$ cat src/rtl/polyvecl_add_seq_if.sv
// Bus bundle for the PolyVecL addition sequencer: start/busy/done control,
// the shared u/v read port and the w write port.
interface polyvecl_add_seq_if #(
    parameter int LANES   = 4,
    parameter int COEFF_W = 32,
    parameter int AW      = 9
);
    logic                       start;
    logic                       busy;
    logic                       done;
    logic                       rd_en;
    logic [AW-1:0]              rd_addr;
    logic [LANES*COEFF_W-1:0]   u_rdata;
    logic [LANES*COEFF_W-1:0]   v_rdata;
    logic                       wr_en;
    logic [AW-1:0]              wr_addr;
    logic [LANES*COEFF_W-1:0]   wr_data;

    // Sequencer side
    modport slave (
        input  start, u_rdata, v_rdata,
        output busy, done, rd_en, rd_addr, wr_en, wr_addr, wr_data
    );

    // Controller / memory side
    modport master (
        output start, u_rdata, v_rdata,
        input  busy, done, rd_en, rd_addr, wr_en, wr_addr, wr_data
    );
endinterface

$ cat src/rtl/polyvecl_add_seq.sv
// Time-multiplexed PolyVecL adder: streams L*N/LANES coefficient groups of u
// and v from memory, adds them lane-wise (wrapping mod 2^COEFF_W) and writes
// each result group to the w memory two cycles after its read strobe.
module polyvecl_add_seq #(
    parameter int L       = 5,
    parameter int N       = 256,
    parameter int COEFF_W = 32,
    parameter int LANES   = 4,
    parameter int AW      = 9
) (
    input  logic                 clk,
    input  logic                 rst,
    polyvecl_add_seq_if.slave    bus
);
    localparam int          G        = L * N / LANES;
    localparam logic [AW-1:0] LAST_GRP = AW'(G - 1);
    localparam int          DW       = LANES * COEFF_W;

    typedef enum logic [1:0] {
        S_IDLE  = 2'd0,
        S_RUN   = 2'd1,
        S_DRAIN = 2'd2,
        S_DONE  = 2'd3
    } state_t;

    state_t          state_q, state_d;
    logic            busy_q, busy_d;
    logic            done_q, done_d;
    logic            rd_en_q, rd_en_d;
    logic [AW-1:0]   rd_addr_q, rd_addr_d;
    // Read-return stage: valid flag and group address of data on u/v_rdata
    logic            rd_vld_q;
    logic [AW-1:0]   rd_tag_q;
    logic            wr_en_q;
    logic [AW-1:0]   wr_addr_q;
    logic [DW-1:0]   wr_data_q, wr_data_d;

    // State and control-output registers
    always_ff @(posedge clk) begin
        if (rst) begin
            state_q   <= S_IDLE;
            busy_q    <= 1'b0;
            done_q    <= 1'b0;
            rd_en_q   <= 1'b0;
            rd_addr_q <= {AW{1'b0}};
        end else begin
            state_q   <= state_d;
            busy_q    <= busy_d;
            done_q    <= done_d;
            rd_en_q   <= rd_en_d;
            rd_addr_q <= rd_addr_d;
        end
    end

    // Next-state and next-output logic; outputs are registered so each
    // decision here becomes visible in the following cycle
    always_comb begin
        state_d   = state_q;
        busy_d    = busy_q;
        done_d    = 1'b0;
        rd_en_d   = 1'b0;
        rd_addr_d = rd_addr_q;
        case (state_q)
            S_IDLE: begin
                if (bus.start) begin
                    state_d   = S_RUN;
                    busy_d    = 1'b1;
                    rd_en_d   = 1'b1;
                    rd_addr_d = {AW{1'b0}};
                end else begin
                    state_d   = S_IDLE;
                end
            end
            S_RUN: begin
                // Current cycle issues rd_addr_q; stop after the last group
                if (rd_addr_q == LAST_GRP) begin
                    state_d   = S_DRAIN;
                end else begin
                    rd_en_d   = 1'b1;
                    rd_addr_d = rd_addr_q + AW'(1);
                end
            end
            S_DRAIN: begin
                if (wr_en_q && (wr_addr_q == LAST_GRP)) begin
                    state_d = S_DONE;
                    busy_d  = 1'b0;
                    done_d  = 1'b1;
                end else begin
                    state_d = S_DRAIN;
                end
            end
            S_DONE: begin
                // start is deliberately not looked at here
                state_d = S_IDLE;
            end
            default: begin
                state_d = S_IDLE;
                busy_d  = 1'b0;
            end
        endcase
    end

    // Lane-wise wrapping adders on the returned read data
    always_comb begin
        wr_data_d = {DW{1'b0}};
        for (int j = 0; j < LANES; j++) begin
            wr_data_d[j*COEFF_W +: COEFF_W] = bus.u_rdata[j*COEFF_W +: COEFF_W]
                                            + bus.v_rdata[j*COEFF_W +: COEFF_W];
        end
    end

    // Read-return and write pipeline; addresses and data hold when idle
    always_ff @(posedge clk) begin
        if (rst) begin
            rd_vld_q  <= 1'b0;
            rd_tag_q  <= {AW{1'b0}};
            wr_en_q   <= 1'b0;
            wr_addr_q <= {AW{1'b0}};
            wr_data_q <= {DW{1'b0}};
        end else begin
            rd_vld_q <= rd_en_q;
            rd_tag_q <= rd_addr_q;
            wr_en_q  <= rd_vld_q;
            if (rd_vld_q) begin
                wr_addr_q <= rd_tag_q;
                wr_data_q <= wr_data_d;
            end else begin
                wr_addr_q <= wr_addr_q;
                wr_data_q <= wr_data_q;
            end
        end
    end

    assign bus.busy    = busy_q;
    assign bus.done    = done_q;
    assign bus.rd_en   = rd_en_q;
    assign bus.rd_addr = rd_addr_q;
    assign bus.wr_en   = wr_en_q;
    assign bus.wr_addr = wr_addr_q;
    assign bus.wr_data = wr_data_q;

endmodule
$ cat src/flat_wrapper.sv
// flat-port wrapper written by rule: the top's interface ports become plain ports
module polyvecl_add_seq_flat 
#(
    parameter int L       = 5,
    parameter int N       = 256,
    parameter int COEFF_W = 32,
    parameter int LANES   = 4,
    parameter int AW      = 9
)
  (clk, rst, bus_start, bus_u_rdata, bus_v_rdata, bus_busy, bus_done, bus_rd_en, bus_rd_addr, bus_wr_en, bus_wr_addr, bus_wr_data);
  polyvecl_add_seq_if #(.LANES(LANES), .COEFF_W(COEFF_W), .AW(AW)) bus_i ();
  input  logic clk;
  input  logic rst;
  input wire logic [$bits(bus_i.start)-1:0] bus_start;
  input wire logic [$bits(bus_i.u_rdata)-1:0] bus_u_rdata;
  input wire logic [$bits(bus_i.v_rdata)-1:0] bus_v_rdata;
  output wire logic [$bits(bus_i.busy)-1:0] bus_busy;
  output wire logic [$bits(bus_i.done)-1:0] bus_done;
  output wire logic [$bits(bus_i.rd_en)-1:0] bus_rd_en;
  output wire logic [$bits(bus_i.rd_addr)-1:0] bus_rd_addr;
  output wire logic [$bits(bus_i.wr_en)-1:0] bus_wr_en;
  output wire logic [$bits(bus_i.wr_addr)-1:0] bus_wr_addr;
  output wire logic [$bits(bus_i.wr_data)-1:0] bus_wr_data;
  assign bus_i.start = bus_start;
  assign bus_i.u_rdata = bus_u_rdata;
  assign bus_i.v_rdata = bus_v_rdata;
  assign bus_busy = bus_i.busy;
  assign bus_done = bus_i.done;
  assign bus_rd_en = bus_i.rd_en;
  assign bus_rd_addr = bus_i.rd_addr;
  assign bus_wr_en = bus_i.wr_en;
  assign bus_wr_addr = bus_i.wr_addr;
  assign bus_wr_data = bus_i.wr_data;
  polyvecl_add_seq #(.L(L), .N(N), .COEFF_W(COEFF_W), .LANES(LANES), .AW(AW)) u_core (.clk(clk), .rst(rst), .bus(bus_i));
endmodule
$ cat config.mk
export PLATFORM = sky130hd
export DESIGN_NAME = polyvecl_add_seq_flat
export DESIGN_NICKNAME = d
export VERILOG_FILES = /design/src/rtl/polyvecl_add_seq_if.sv /design/src/rtl/polyvecl_add_seq.sv /design/src/flat_wrapper.sv
export SDC_FILE = /design/constraint.sdc
export NUM_CORES = 1
export LEC_CHECK = 0
export BUFFER_PORTS_ARGS = -buffer_cell sky130_fd_sc_hd__buf_2
export CORE_ASPECT_RATIO = 0.9
export CORE_MARGIN = 10
export CORE_UTILIZATION = 40
export CTS_BUF_LIST = sky130_fd_sc_hd__clkbuf_4
export CTS_CLUSTER_DIAMETER = 30
export DETAILED_ROUTE_END_ITERATION = 6
export PLACE_DENSITY = 0.77
export SLEW_MARGIN = 20
export SYNTH_ARGS = -nofsm -noshare
export SYNTH_HDL_FRONTEND = slang
export SYNTH_SLANG_ARGS = --single-unit
$ cat constraint.sdc
create_clock -name clk -period 4.15 [get_ports clk]
set_input_delay 0 -clock clk [delete_from_list [all_inputs] [get_ports clk]]
set_output_delay 0 -clock clk [all_outputs]
set_load 0.01 [all_outputs]
==> metrics.md, run 1 <==
| Metric | Value |
|---|---|
| Nets@finish | `2463` |
| PortBufs | `408` |
| Final WS setup | `0.626 ns` |
| Cell taking the most area after synthesis | `dfxtp_1` |
| Net count after synthesis | `about 1900` |
| Post-synth EDFFs | `0` |
| Core area | `0.0300 mm²` |
| Vias in the first global route | `14217` |
| Clock skew | `~0.046 ns` |
| Setup Viol. Count Final | `0` |
| Fillers | `2615` |
| Max Cap Viol | `0` |
| Hold Startpoint | `bus_u_rdata[85]` |
| Largest net degree at the start of global routing | `67` |
| WL per Instance | `19.1 µm` |
| Warnings, synthesis | `0` |
| Startpoint Class | `primary input` |
| First-pass GRT wire length | `74.4 mm` |
| Clock Path Buffers | `2` |
| Pwr/cell area | `278 mW/mm²` |
| Worst hold path depth | `6` |
| Critical Path Fanout Max | `5` |
| FF-to-FF Start | `u_core.rd_vld_q$_SDFF_PP0_` |
| Syn Area/Cell | `about 8.2 µm²` |
| Final Hold Viols | `0` |
| Share of layout cells above drive strength 1 | `0.239` |
| Failing checks | `DRC` |
| Reg2reg setup slack | `~1.1 ns` |
| Total CTS buffers | `17` |
| Area Growth Syn to Fin | `39.4%` |
| Initial antenna violation count | `1` |
| Critical Path RT | `4.67 ns` |
| Slew Limit Headroom | `0.369` |
| Placed cell areas | `0.0146 mm²` |
| Maximum vdd drop | `0.203 mV` |
| Sequential area share after synthesis | `0.265` |
| Die width | `204 µm` |
| Slew Limit Fails | `0` |
| Clk pwr share | `0.229` |
| Depth of the most critical reg-to-reg path | `6` |
| Min Tclk post-route | `3.52 ns` |
| Die height | `186 µm` |
| Post-Place Setup Slack | `1.29 ns` |
| Cell Rows | `60` |
| Int Power | `around 2.9 mW` |
| Ports | `between 400 and 500` |
| Total GRT Usage | `0.238` |
| Vias/cell | `around 5.6` |
| Mapped cell area | `0.0122 mm²` |
| Placed cell count | `~2200` |
| DRT iter0 DRCs | `around 800` |
| Setup TNS | `0 ns` |
| Ranking of synthesized cells by area | `dfxtp_1 (26%), ha_1 (13%), mux2i_1 (6.4%)` |
| Root buf cell | `clkbuf_4` |
| Slew @ Worst Pin | `0.945 ns` |
| Yosys cell types | `79` |
| Setup Crit Path Kind | `primary input to flip-flop` |
| CP endpoint kind | `flip-flop` |
| DP Wirelength | `between 30 and 40 mm` |
| Ys async rst share | `0` |
| Max Clk Rate | `roughly 0.28 GHz` |
| P_sw | `1.88 mW` |
| Crit share post-route | `0.849` |
| Resize count post-CTS | `0` |
| Via Count | `13941` |
| WP data arrival | `4.05 ns` |
| Reg2reg end | `u_core.bus.wr_data[126]$_SDFFE_PP0P_` |
| Post-Layout Inst Area | `0.0171 mm²` |
| Top cell type's share of synthesized area | `0.265` |
| Switching Share | `0.396` |
| Post-Route WL | `47.5 mm` |
| Initial Util | `0.408` |
| Post-synthesis instance total | `1493` |
| TritonCTS Sinks | `162` |
| Final GP Congestion | `0.969` |
| CTS tree | `yes` |
| Global route total overflow | `0` |
| Antenna-violating nets left | `0` |
| Finished Layout Cells | `2489` |
| Status | `finished, violations left` |
| Clk_lat worst skew | `0.60 ns` |
| Leak | `about 8 nW` |
| Hold path endpoint | `u_core.bus.wr_data[86]$_SDFFE_PP0P_` |
| Yosys reg bits | `162` |
| Clock transition at the registers of the reported paths | `0.21 ns` |
| DRC | `1` |
| Min-Delay Path Class | `primary input to flip-flop` |
| Sequential Power Share | `0.362` |
| Utilization after layout | `0.568` |
| RSZ-0062 raised after global routing | `false` |
| H-tree depth | `4` |
| Combinational Power Share | `0.409` |
| Drt first pass iters | `7` |
| Primary FF master, synth | `dfxtp_1` |
| # Post-CTS Setup Buffers | `0` |
| Die ar. | `0.0380 mm²` |
registers in the layout (all words and copies together) (netlist names):
| name | count |
|---|---|
| u_core.rd_tag_q | 9 |
| u_core.bus.rd_en | 1 |
| u_core.bus.wr_en | 1 |
| u_core.bus.busy | 1 |
| u_core.bus.done | 1 |
| u_core.bus.wr_data | 128 |
| u_core.rd_vld_q | 1 |
| u_core.bus.rd_addr | 9 |
| u_core.state_q | 2 |
| u_core.bus.wr_addr | 9 |
metrics by stage:
step | power, mW | hold WS (ns)
floorplan | 2.86 | 0.177
global placement | 3.36 | 0.328
detailed placement | 3.39 | 0.325
CTS | 4.73 | 0.0000367
global route | 5.02 | 0.0326
finish | 4.74 | 0.0594
placed cells by master, fill, tap and decap left out, drive strengths merged, types with 8 or more instances in the layout:
cell type    synthesis  layout
buf                 24     416
dlygate4sd3          0     218
nor2               179     179
dfxtp              162     162
a21oi              139     139
ha                 128     128
nand2              104     104
o21ai               84      84
mux2i               78      78
a21o                66      66
xnor2               58      58
xor2                45      45
nand3               36      36
inv                 26      36
nor3                34      34
a211oi              30      30
nand4               29      29
nor2b               23      23
clkbuf              50      17
o21a                16      16
and3                15      15
a31oi               15      15
o21bai              11      11
o22ai               11      11
a31o                11      11
nor4                 9       9
or3                  8       8
nand2b               8       8
cells in the mapped netlist, types with 24 or more instances:
master	number
a211oi_1	24
a21o_1	65
a21oi_1	135
clkbuf_1	46
dfxtp_1	162
ha_1	128
inv_1	26
mux2i_1	78
nand2_1	104
nand3_1	36
nand4_1	29
nor2_1	179
nor3_1	32
o21ai_0	67
xnor2_1	58
xor2_1	45
final cells by class:
cell class | instances | area, µm² | area share
clock inverters | 15 | 191 | 0.0112
diodes | 1 | 2.50 | 0.000147
inverters | 26 | 97.6 | 0.00572
well taps | 403 | 504 | 0.0296
multi-input cells | 1231 | 8600 | 0.504
flip-flops and latches | 162 | 3250 | 0.190
repair buffers | 634 | 4290 | 0.251
clock buffers | 17 | 128 | 0.00748
per-layer routing:
layer	GRT usage	part of all wire
met1	0.271	0.40
met2	0.421	0.49
met3	0.0593	0.078
met4	0.0932	0.033
met5	0	0
power groups by stage:
stage	Clock (mW)	Sequential [mW]	Combinational (mW)
3_3_place_gp	0	1.74	1.62
3_5_place_dp	0	1.75	1.64
2_1_floorplan	0	1.77	1.09
4_1_cts	1.12	1.72	1.89
6_report	1.09	1.72	1.94
5_1_grt	1.17	1.73	2.11
what timing repair did:
item	in CTS	in global routing
hold buffers	218	0
hold endpoints to repair	113	0
endpoints found under the setup margin	0	0
critical path, stage by stage:
cell and delay, ns:
dlygate4sd3_1 0.54, buf_2 0.13, ha_1 0.35, o21ai_0 0.17
a211oi_1 0.42, and3_1 0.25, nor3_1 0.06, o21a_1 0.25
o41ai_1 0.38, a31oi_1 0.13, a21boi_0 0.14, dlygate4sd3_1 0.56
o22ai_1 0.11, dlygate4sd3_1 0.56
worst max path at each step:
stage	startpoint	endpoint	slack, ns	cells past startpoint
2_1_floorplan	bus_v_rdata[96]	u_core.bus.wr_data[124]$_SDFFE_PP0P_	1.74	11
3_3_place_gp	bus_v_rdata[0]	u_core.bus.wr_data[26]$_SDFFE_PP0P_	1.39	12
3_5_place_dp	bus_v_rdata[0]	u_core.bus.wr_data[26]$_SDFFE_PP0P_	1.29	12
5_1_grt	bus_u_rdata[1]	u_core.bus.wr_data[31]$_SDFFE_PP0P_	0.48	14
6_report	bus_u_rdata[6]	u_core.bus.wr_data[31]$_SDFFE_PP0P_	0.63	14
4_1_cts	bus_u_rdata[1]	u_core.bus.wr_data[31]$_SDFFE_PP0P_	0.81	14
cell families (layout without fill, tap and decap cells):
| group | Yosys count | count (layout) | synth area share |
|---|---|---|---|
| xor+xnor | 103 | 103 | 0.0737 |
| buf+inv | 100 | 692 | 0.0321 |
| mux | 79 | 79 | 0.0647 |
| simple gates | 476 | 476 | 0.185 |
| flops | 162 | 162 | 0.265 |
| compound gates | 441 | 441 | 0.242 |
| other cells | 0 | 1 | 0 |
| fa+ha+maj | 132 | 132 | 0.137 |
No activity file was read; power rests on OpenSTA's default activity.
==> run 2, diff against run 1 <==
--- a/config.mk
+++ b/config.mk
@@ -5,6 +5,7 @@
 export SDC_FILE = /design/constraint.sdc
 export NUM_CORES = 1
 export LEC_CHECK = 0
+export ABC_AREA = 1
 export BUFFER_PORTS_ARGS = -buffer_cell sky130_fd_sc_hd__buf_2
 export CORE_ASPECT_RATIO = 0.9
 export CORE_MARGIN = 10
@@ -12,7 +13,7 @@
 export CTS_BUF_LIST = sky130_fd_sc_hd__clkbuf_4
 export CTS_CLUSTER_DIAMETER = 30
 export DETAILED_ROUTE_END_ITERATION = 6
-export PLACE_DENSITY = 0.77
+export PLACE_DENSITY = 0.74
 export SLEW_MARGIN = 20
 export SYNTH_ARGS = -nofsm -noshare
 export SYNTH_HDL_FRONTEND = slang
==> constraint.sdc (replaced) <==
create_clock -name clk -period 3.3 [get_ports clk]
set_input_delay 0 -clock clk [delete_from_list [all_inputs] [get_ports clk]]
set_output_delay 0 -clock clk [all_outputs]
set_load 0.01 [all_outputs]
==> run 2 against run 1 <==
Net effect: clock skew decreased by 0.030 ns; synthesized cell count is 89% higher; synthesized area rose by 27%; cell area grew 25%; the run still ends with DRC left; non-clock buffer count rose by 66; register-to-register slack got worse by 0.04 ns; global-route usage up 1.8 points; worst setup slack worse by 0.10 ns; critical endpoint is now u_core.bus.wr_data[92]$_SDFFE_PP0P_.
==> metrics.md, run 2 <==
| Metric | Value |
|---|---|
| Largest net degree at the start of global routing | `209 (+210%)` |
| CP peak stage delay | `0.60 ns (+0.04 ns)` |
| Primary FF master, synth | `dfxtp_1` |
| Ys async rst share | `0 (unchanged)` |
| First-pass GRT wire length | `96.6 mm (+30%)` |
| Setup Crit Path Kind | `primary input to flip-flop` |
| Root buf cell | `clkbuf_4` |
| Net count after synthesis | `3210 (+70%)` |
| Top cell type's share of synthesized area | `0.233 (-0.0323)` |
| Final GP Congestion | `0.988 (+2.0%)` |
| Mux contribution to synthesized area | `0 (-0.0647)` |
| Area of the multi-input gates | `0.00990 mm² (+15%)` |
| Setup TNS | `0 ns (unchanged)` |
| Hold Startpoint | `bus_v_rdata[125]` |
| CP cell instances | `dlygate4sd3_1 -> buf_2 -> ha_1 -> fa_1 -> nand3_1 -> nand3_2 -> nand3_1 -> nand3_1 -> nand2_1 -> nand2_1 -> nand2_1 -> dlygate4sd3_1 -> nand3_1 -> dlygate4sd3_1 -> nand2_1 -> inv_1` |
| WP data arrival | `3.38 ns (-0.67 ns)` |
| WL per Instance | `15.2 µm (-20%)` |
| Clock skew | `0.0163 ns (-0.0299 ns)` |
| Reg2reg setup slack | `1.10 ns (-0.04 ns)` |
| Initial antenna violation count | `7 (+6)` |
| Die ar. | `0.0471 mm² (+24%)` |
| Commonest cells in the synthesized netlist | `nand2_1 (962), inv_1 (579), nor2_1 (420), dfxtp_1 (162), nand3_1 (155)` |
| Share of layout cells above drive strength 1 | `0.141 (-0.0983)` |
| Hold path endpoint | `u_core.bus.wr_data[126]$_SDFFE_PP0P_` |
| Status | `finished, violations left` |
| Cell taking the most area after synthesis | `nand2_1` |
| Die width | `228 µm (+11%)` |
| Failing checks | `DRC` |
| Crit-path slowest cell | `dlygate4sd3_1` |
| Core area | `0.0384 mm² (+28%)` |
| Reg2reg end | `u_core.bus.wr_data[122]$_SDFFE_PP0P_` |
| PortBufs | `408 (unchanged)` |
| DP Wirelength | `45.4 mm (+31%)` |
| Slew Limit Fails | `0 (unchanged)` |
| Clk_lat worst skew | `0.68 ns (+0.08 ns)` |
| Drt first pass iters | `7 (unchanged)` |
| Via Count | `19213 (+38%)` |
| Final Hold Viols | `0 (unchanged)` |
| Final WS setup | `0.521 ns (-0.105 ns)` |
| DRC | `6 (+5)` |
| Top cell family by delay on the critical path | `buffers and inverters` |
| Slew Limit Headroom | `0.185 (-0.184)` |
| Yosys cell types | `36 (-54%)` |
| Total CTS buffers | `17 (unchanged)` |
| Min Tclk post-route | `between 2 and 3 ns` |
| Global route total overflow | `0 (unchanged)` |
| Count leader, synth | `nand2_1` |
| CTS tree | `yes` |
| DRT iter0 DRCs | `1744 (+120%)` |
| Die height | `207 µm (+11%)` |
| Critical Path RT | `3.90 ns (-0.77 ns)` |
| TritonCTS Sinks | `162 (unchanged)` |
| Startpoint Class | `primary input` |
| Nets@finish | `3882 (+58%)` |
| H-tree depth | `4 (unchanged)` |
| Bufs and invs on worst path | `5 (+1)` |
| Post-Layout Inst Area | `0.0213 mm² (+25%)` |
| Resize count post-CTS | `0 (unchanged)` |
| Post-Place Setup Slack | `1.37 ns (+0.0785 ns)` |
| Worst hold path depth | `10 (+4)` |
| Setup Viol. Count Final | `0 (unchanged)` |
| RSZ-0062 raised after global routing | `false` |
| Clock Path Buffers | `2 (unchanged)` |
| Post-Route WL | `61.4 mm (+29%)` |
| Total GRT Usage | `0.257 (+0.0183)` |
| Slew @ Worst Pin | `1.22 ns (+0.278 ns)` |
| # Post-CTS Setup Buffers | `0 (unchanged)` |
| Placed cell areas | `0.0181 mm² (+24%)` |
| Tot Pwr | `7.76 mW (+64%)` |
| Maximum vdd drop | `0.401 mV (+98%)` |
| Ports | `409 (unchanged)` |
| Utilization after layout | `0.554 (-0.0138)` |
| Most frequent cells in the layout | `nand2_1 (962), inv_1 (578), nor2_1 (420)` |
| Depth of the most critical reg-to-reg path | `5 (-1)` |
| Syn Area/Cell | `5.50 µm² (-33%)` |
| Yosys reg bits | `162 (unchanged)` |
| Finished Layout Cells | `4034 (+62%)` |
| Synth Area in Adders | `0.108 (-0.0290)` |
| Initial Util | `0.404 (-0.00319)` |
| Post-synthesis instance total | `2819 (+89%)` |
| Sequential cell area | `0.00325 mm² (unchanged)` |
| Max Clk Rate | `between 0.3 and 0.4 GHz` |
| Synth Area in XOR/XNOR | `0.0367 (-0.0370)` |
| Leak | `12.9 nW (+64%)` |
| Simple-Gate Fraction of Synth Area | `0.423 (+0.238)` |
| Area Growth Syn to Fin | `37.1%` |
| Commonest non-fill, non-tap cell in the layout | `nand2_1` |
| Clock transition at the registers of the reported paths | `0.15 ns (-0.06 ns)` |
| Warnings, synthesis | `0 (unchanged)` |
| Vias in the first global route | `19022 (+34%)` |
| Fillers | `3749 (+43%)` |
| Mapped cell area | `0.0155 mm² (+27%)` |
| Min-Delay Path Class | `primary input to flip-flop` |
| Vias/cell | `4.76 (-15%)` |
| Largest family of logic cells by synthesized area | `simple AND/OR/NAND/NOR gates` |
| Crit share post-route | `0.842` |
| Post-synth EDFFs | `0 (unchanged)` |
| Synth Area in Compound Gates | `0.0701 (-0.172)` |
| Pwr/cell area | `365 mW/mm² (+31%)` |
| Critical Path Fanout Max | `4 (-1)` |
| Sequential area share after synthesis | `0.209 (-0.0560)` |
| Max FFs per register | `128 (unchanged)` |
| Antenna-violating nets left | `0 (unchanged)` |
| Max Cap Viol | `0 (unchanged)` |
| Placed cell count | `3710 (+66%)` |
| Cell Rows | `68 (+13%)` |
| Final hold slack | `0.0862 ns (+0.0269 ns)` |
| FF-to-FF Start | `u_core.rd_vld_q$_SDFF_PP0_` |
| Ranking of synthesized cells by area | `nand2_1 (23%), dfxtp_1 (21%), inv_1 (14%)` |
| CP endpoint kind | `flip-flop` |
run 2: worst max-delay path by stage:
stage	end	slack (ns)	startpoint	depth (start not counted)
global route	u_core.bus.wr_data[92]$_SDFFE_PP0P_	0.40	bus_u_rdata[64]	16
detailed placement	u_core.bus.wr_data[54]$_SDFFE_PP0P_	1.37	bus_v_rdata[32]	15
global placement	u_core.bus.wr_data[54]$_SDFFE_PP0P_	1.41	bus_v_rdata[32]	15
finish	u_core.bus.wr_data[92]$_SDFFE_PP0P_	0.52	bus_u_rdata[64]	16
floorplan	u_core.bus.wr_data[78]$_SDFFE_PP0P_	1.80	bus_v_rdata[64]	11
CTS	u_core.bus.wr_data[92]$_SDFFE_PP0P_	0.64	bus_u_rdata[64]	16
run 2: layout make-up:
cell class,count,area share
clock inverters,14,0.00782
well taps,525,0.0309
repair buffers,700,0.234
flip-flops and latches,162,0.153
diodes,5,0.000588
multi-input cells,2028,0.465
inverters,582,0.103
clock buffers,18,0.00635
run 2: worst reg2reg max path: cells and delay by family (launching register included):
kind	cells	cell delay, ns
DFF	1	0.39
buffers and inverters	3	1.10
and+or+nand+nor	2	0.64
run 2: cells by family after synthesis:
logic type      Yosys count
buf+inv                 629
xor+xnor                 65
compound gates          208
fa+ha+maj               132
flops                   162
simple gates           1623
run 2: what timing repair did:
item,4_1_cts,5_1_grt
endpoints found under the setup margin,0,0
endpoints found under the hold margin,140,0
hold buffers,287,0
run 2: power breakdown:
part | internal (mW) | switching (mW)
combinational | 1.58 | 2.34
sequential | 2.27 | 0.196
clock | 0.486 | 0.889
run 2: metal layers:
layer  track usage  share of wire
met1         0.302           0.40
met2         0.439           0.47
met3        0.0613          0.092
met4         0.110          0.039
met5             0              0
